$ cat src/rtl/ten_bit_down_counter_pkg.sv
// Shared definitions for the loadable down-counter: FSM state encoding and
// the default count width.
package ten_bit_down_counter_pkg;

    localparam int unsigned DEFAULT_WIDTH = 10;

    typedef enum logic [1:0] {
        IDLE = 2'd0,
        RUN  = 2'd1,
        DONE = 2'd2
    } state_e;

endpackage

$ cat src/rtl/ten_bit_down_counter_button_debouncer.sv
// Push-button conditioner: 2-flop synchronizer, stability counter, and a
// one-cycle pulse on each debounced press (release produces nothing).
module button_debouncer
    import ten_bit_down_counter_pkg::*;
#(
    parameter int unsigned DEBOUNCE_BITS = 16
) (
    input  logic clock,
    input  logic reset,
    input  logic raw,
    output logic pressed_pulse
);

    logic                     sync1_q, sync2_q;
    logic                     stable_q, stable_d;
    logic                     pulse_q, pulse_d;
    logic [DEBOUNCE_BITS-1:0] cnt_q, cnt_d;

    always_comb begin
        // NOTE: every output gets a default first so no path leaves it unassigned (no latch).
        cnt_d    = '0;
        stable_d = stable_q;
        pulse_d  = 1'b0;
        if (sync2_q != stable_q) begin
            if (cnt_q == '1) begin
                stable_d = ~stable_q;
                pulse_d  = ~stable_q;
            end else begin
                cnt_d = cnt_q + DEBOUNCE_BITS'(1);
            end
        end
    end

    always_ff @(posedge clock) begin
        // NOTE: state flops use non-blocking assignments so every register samples pre-edge values.
        if (reset) begin
            sync1_q  <= 1'b0;
            sync2_q  <= 1'b0;
            stable_q <= 1'b0;
            pulse_q  <= 1'b0;
            cnt_q    <= '0;
        end else begin
            sync1_q  <= raw;
            sync2_q  <= sync1_q;
            stable_q <= stable_d;
            pulse_q  <= pulse_d;
            cnt_q    <= cnt_d;
        end
    end

    assign pressed_pulse = pulse_q;

endmodule

$ cat src/rtl/ten_bit_down_counter.sv
// Loadable down-counter with optional auto-reload, one-cycle expiry pulse and
// a step input merged from a clean tick and a debounced push button.
module ten_bit_down_counter
    import ten_bit_down_counter_pkg::*;
#(
    parameter int unsigned WIDTH         = DEFAULT_WIDTH,
    parameter bit          AUTO_RELOAD   = 1'b1,
    parameter int unsigned DEBOUNCE_BITS = 16
) (
    input  logic             clock,
    input  logic             reset,
    input  logic             load,
    input  logic [WIDTH-1:0] load_val,
    input  logic             step_en,
    input  logic             step_btn,
    output logic [WIDTH-1:0] count,
    output logic             zero,
    output logic             done_pulse,
    output logic             busy
);

    localparam logic [WIDTH-1:0] ONE = WIDTH'(1);

    state_e           state_q, state_d;
    logic [WIDTH-1:0] count_q, count_d;
    logic [WIDTH-1:0] reload_q, reload_d;
    logic             done_q, done_d;
    logic             btn_press;
    logic             step;

    button_debouncer #(
        .DEBOUNCE_BITS(DEBOUNCE_BITS)
    ) u_debouncer (
        .clock        (clock),
        .reset        (reset),
        .raw          (step_btn),
        .pressed_pulse(btn_press)
    );

    // Coincident tick and button press collapse into a single step.
    assign step = step_en | btn_press;

    always_comb begin
        state_d  = state_q;
        count_d  = count_q;
        reload_d = reload_q;
        done_d   = 1'b0;
        if (load) begin
            reload_d = load_val;
            count_d  = load_val;
            state_d  = (load_val != '0) ? RUN : IDLE;
        end else if (step && state_q == RUN) begin
            if (count_q > ONE) begin
                count_d = count_q - ONE;
            end else if (count_q == ONE) begin
                count_d = '0;
                done_d  = 1'b1;
                state_d = AUTO_RELOAD ? RUN : DONE;
            end else if (AUTO_RELOAD) begin
                count_d = reload_q;
            end
        end
    end

    always_ff @(posedge clock) begin
        if (reset) begin
            state_q  <= IDLE;
            count_q  <= '0;
            reload_q <= '0;
            done_q   <= 1'b0;
        end else begin
            state_q  <= state_d;
            count_q  <= count_d;
            reload_q <= reload_d;
            done_q   <= done_d;
        end
    end

    assign count      = count_q;
    assign zero       = (count_q == '0);
    assign done_pulse = done_q;
    assign busy       = (state_q == RUN);

endmodule

$ cat config.mk
export PLATFORM = sky130hd
export DESIGN_NAME = ten_bit_down_counter
export DESIGN_NICKNAME = d
export VERILOG_FILES = /design/src/rtl/ten_bit_down_counter_pkg.sv /design/src/rtl/ten_bit_down_counter_button_debouncer.sv /design/src/rtl/ten_bit_down_counter.sv
export SDC_FILE = /design/constraint.sdc
export NUM_CORES = 1
export LEC_CHECK = 0
export CORE_UTILIZATION = 45
export CTS_CLUSTER_DIAMETER = 50
export CTS_CLUSTER_SIZE = 40
export DETAILED_ROUTE_END_ITERATION = 10
export GPL_TIMING_DRIVEN = 0
export PLACE_DENSITY = 0.75
export SYNTH_ARGS = -nofsm -noshare
export SYNTH_HDL_FRONTEND = slang
export SYNTH_SLANG_ARGS = --single-unit
$ cat constraint.sdc
create_clock -name clock -period 1.94 [get_ports clock]
set_clock_uncertainty 0.15 [all_clocks]
set_input_delay 0.291 -clock clock [delete_from_list [all_inputs] [get_ports clock]]
set_output_delay 0.291 -clock clock [all_outputs]
set_load 0.05 [all_outputs]
==> reports/qor.csv <==
metric,value,unit
number of clock sinks,42,
Initial Util,46.70,%
syn_nets,248,
Clock transition at path regs,0.09,ns
first-pass GRT wire length,8431,µm
WP data required,1.50,ns
die width,69.22,µm
Cells after Synth,230,
initial antenna violation count,0,
"Seq/Total Area, Yosys",41.35,%
power share of the clock group,28.9,%
unrepaired setup endpoints after global routing,true,
number of flops mapped to enable cells by yosys,0,
Fin Setup TNS,0,ns
min cycle time layout,1.920,ns
Antenna diodes,0,
period utilization,98.98,%
ratio of cells with drive above 1 in the final layout,22.30,%
Reg area,859.6,µm²
CP arrival,1.48,ns
P_leak,1.045,nW
Final setup viols,0,
Internal Pwr Total,1.360,mW
Clock Tree Buf Depth,2,
initial drt markers,174,
vias,1883,
DIE AREA,4791,µm²
"Hold Vio Cnt, Final",0,
most used standard cell by instance count after synthesis,dfxtp_1,
Startpoint Class,flop,
num rows,24,
Die H,69.22,µm
gr ovfl total,0,
class of the most critical hold timing path,in2reg,
CTS tree,built,
Yosys Warn Count,0,
FILL cells,368,
TritonRoute pass-1 iters,4,
CTS buffer count,5,
P&R area growth vs syn,32.25,%
Final #Nets,295,
Critical Path Fanout Max,4,
sequential power share,47.6,%
Synth top area share,41.35,%
I/O pins,28,
core area,4354,µm²
# DRC,0,
clk_lat worst skew,0.30,ns
final number of max-transition violations,0,
CTS Root Cell,clkbuf_8,
Max IR drop VDD,425.3,µV
synth top area cells,"dfxtp_1 (41%), nor2_1 (6.6%), mux2i_1 (6.4%), xnor2_1 (3.0%), xor2_1 (3.0%)",
Max-slew headroom,58.23,%
largest net degree at the start of global routing,15,
number of max-cap violations,0,
Routed WL,5074,µm
vias in the first global route,1795,
P_sw,616.8,µW
"area leader, netlist",dfxtp_1,
GRT Resource Usage Total,21.96,%
H-tree depth,2,
Switching Share,31.21,%
synth cell count leaders,"dfxtp_1 (42), nor2_1 (36), mux2i_1 (13)",
Crit. End Element,output port,
critical path type,reg2out,
Synth cell types,46,
ys async rst share,0,%
final core utilization,61.75,%
Worst-Margin Slew,0.6266,ns
final HPWL from detailed placement,3439,µm
Post-Syn Area,2033,µm²
routability cong.,0.9235,
"flops & latches, synth",42,
DRT antenna net count,0,
power per cell area,735.1,nW/µm²
WL per Instance,15.38,µm
hold slack,0.06511,ns
IO buf count,25,
DR vias/cell,5.706,
Multi-input gate area,1200,µm²
Fmax achieved,520.8,MHz
top_reg_cell synth,dfxtp_1,
outcome,finished clean,
Syn Area/Cell,8.840,µm²
Comb pwr share,23.5,%
-- routing by layer --
metal  GRT usage [%]  routed length, µm  up-vias
met2           37.76               2521       58
met5               0                  0        -
met3           3.488                237       14
met1           26.50               2187      873
met4           10.88                127        0
li1                -                  -      938
-- state kept, by name (all words and copies together), names as in the netlist --
register / flops
u_debouncer.cnt_q: 16
u_debouncer.stable_q: 1
reload_q: 10
u_debouncer.sync1_q: 1
state_q: 1
u_debouncer.pressed_pulse: 1
u_debouncer.sync2_q: 1
count: 10
done_pulse: 1
-- layout make-up --
cell class,count,area share (%)
flip-flops and latches,42,31.97
well taps,52,2.420
plain buffers,10,2.466
clock buffers,5,2.559
clock inverters,3,0.7445
multi-input cells,168,44.63
repair buffers,40,13.49
inverters,10,1.722
-- final timing paths --
check | depth (start not counted) | slack (ns) | to | start
max | 6 | 0.02 | zero | count[0]$_SDFFE_PP0P_
min | 2 | 0.07 | count[9]$_SDFFE_PP0P_ | reset
max reg2reg | 6 | 0.04 | count[8]$_SDFFE_PP0P_ | count[0]$_SDFFE_PP0P_
min reg2reg | 1 | 0.32 | u_debouncer.sync2_q$_SDFF_PP0_ | u_debouncer.sync1_q$_SDFF_PP0_
-- cell families after synthesis --
logic type,share of synthesized area [%]
and+or+nand+nor,26.34
AOI/OAI and AO/OA,13.23
adders and majority gates,1.846
xor gates and xnor gates,6.031
muxes,6.954
buffers and inverters,4.246
DFF,41.35
-- through the flow --
stage	area, µm²	power (mW)	setup slack (ns)	instances
after floorplan	2103	1.229	-0.1126	230
after CTS	2628	1.971	0.004484	326
after detailed placement	2419	1.350	-0.6200	307
after global placement	2419	1.345	-0.6307	307
final	2689	1.976	0.01970	330
after global routing	2689	2.057	-0.03676	330
-- cells in the final DEF (no fill, tap or decap), types with 8 or more instances in the layout --
master and instances:
nor2_1 35, dfxtp_1 33, buf_4 17, clkdlybuf4s50_1 14, mux2i_1 13, nor3_1 9, nand2_1 9, a21oi_1 9
nand4_1 8, dlygate4sd2_1 8
-- critical path, stage by stage (launching register included) --
cell,delay (ns)
dfxtp_4,0.37
inv_4,0.06
ha_4,0.14
nor3b_4,0.21
nand3_2,0.13
clkinvlp_4,0.13
buf_8,0.14
-- what timing repair did --
item	4_1_cts	5_1_grt
pin swaps	7	3
resized for setup	25	10
buffers inserted	11	4
hold buffers	0	0
endpoints found under the setup margin	23	23
-- power groups by stage --
stage / sequential [mW] / combinational [mW] / clock, mW
after floorplan: 1.01 / 0.219 / 0
after global placement: 0.959 / 0.387 / 0
after detailed placement: 0.960 / 0.390 / 0
after CTS: 0.940 / 0.439 / 0.591
after global routing: 0.948 / 0.494 / 0.615
final: 0.942 / 0.464 / 0.571
(Power assumes the default switching activity.)
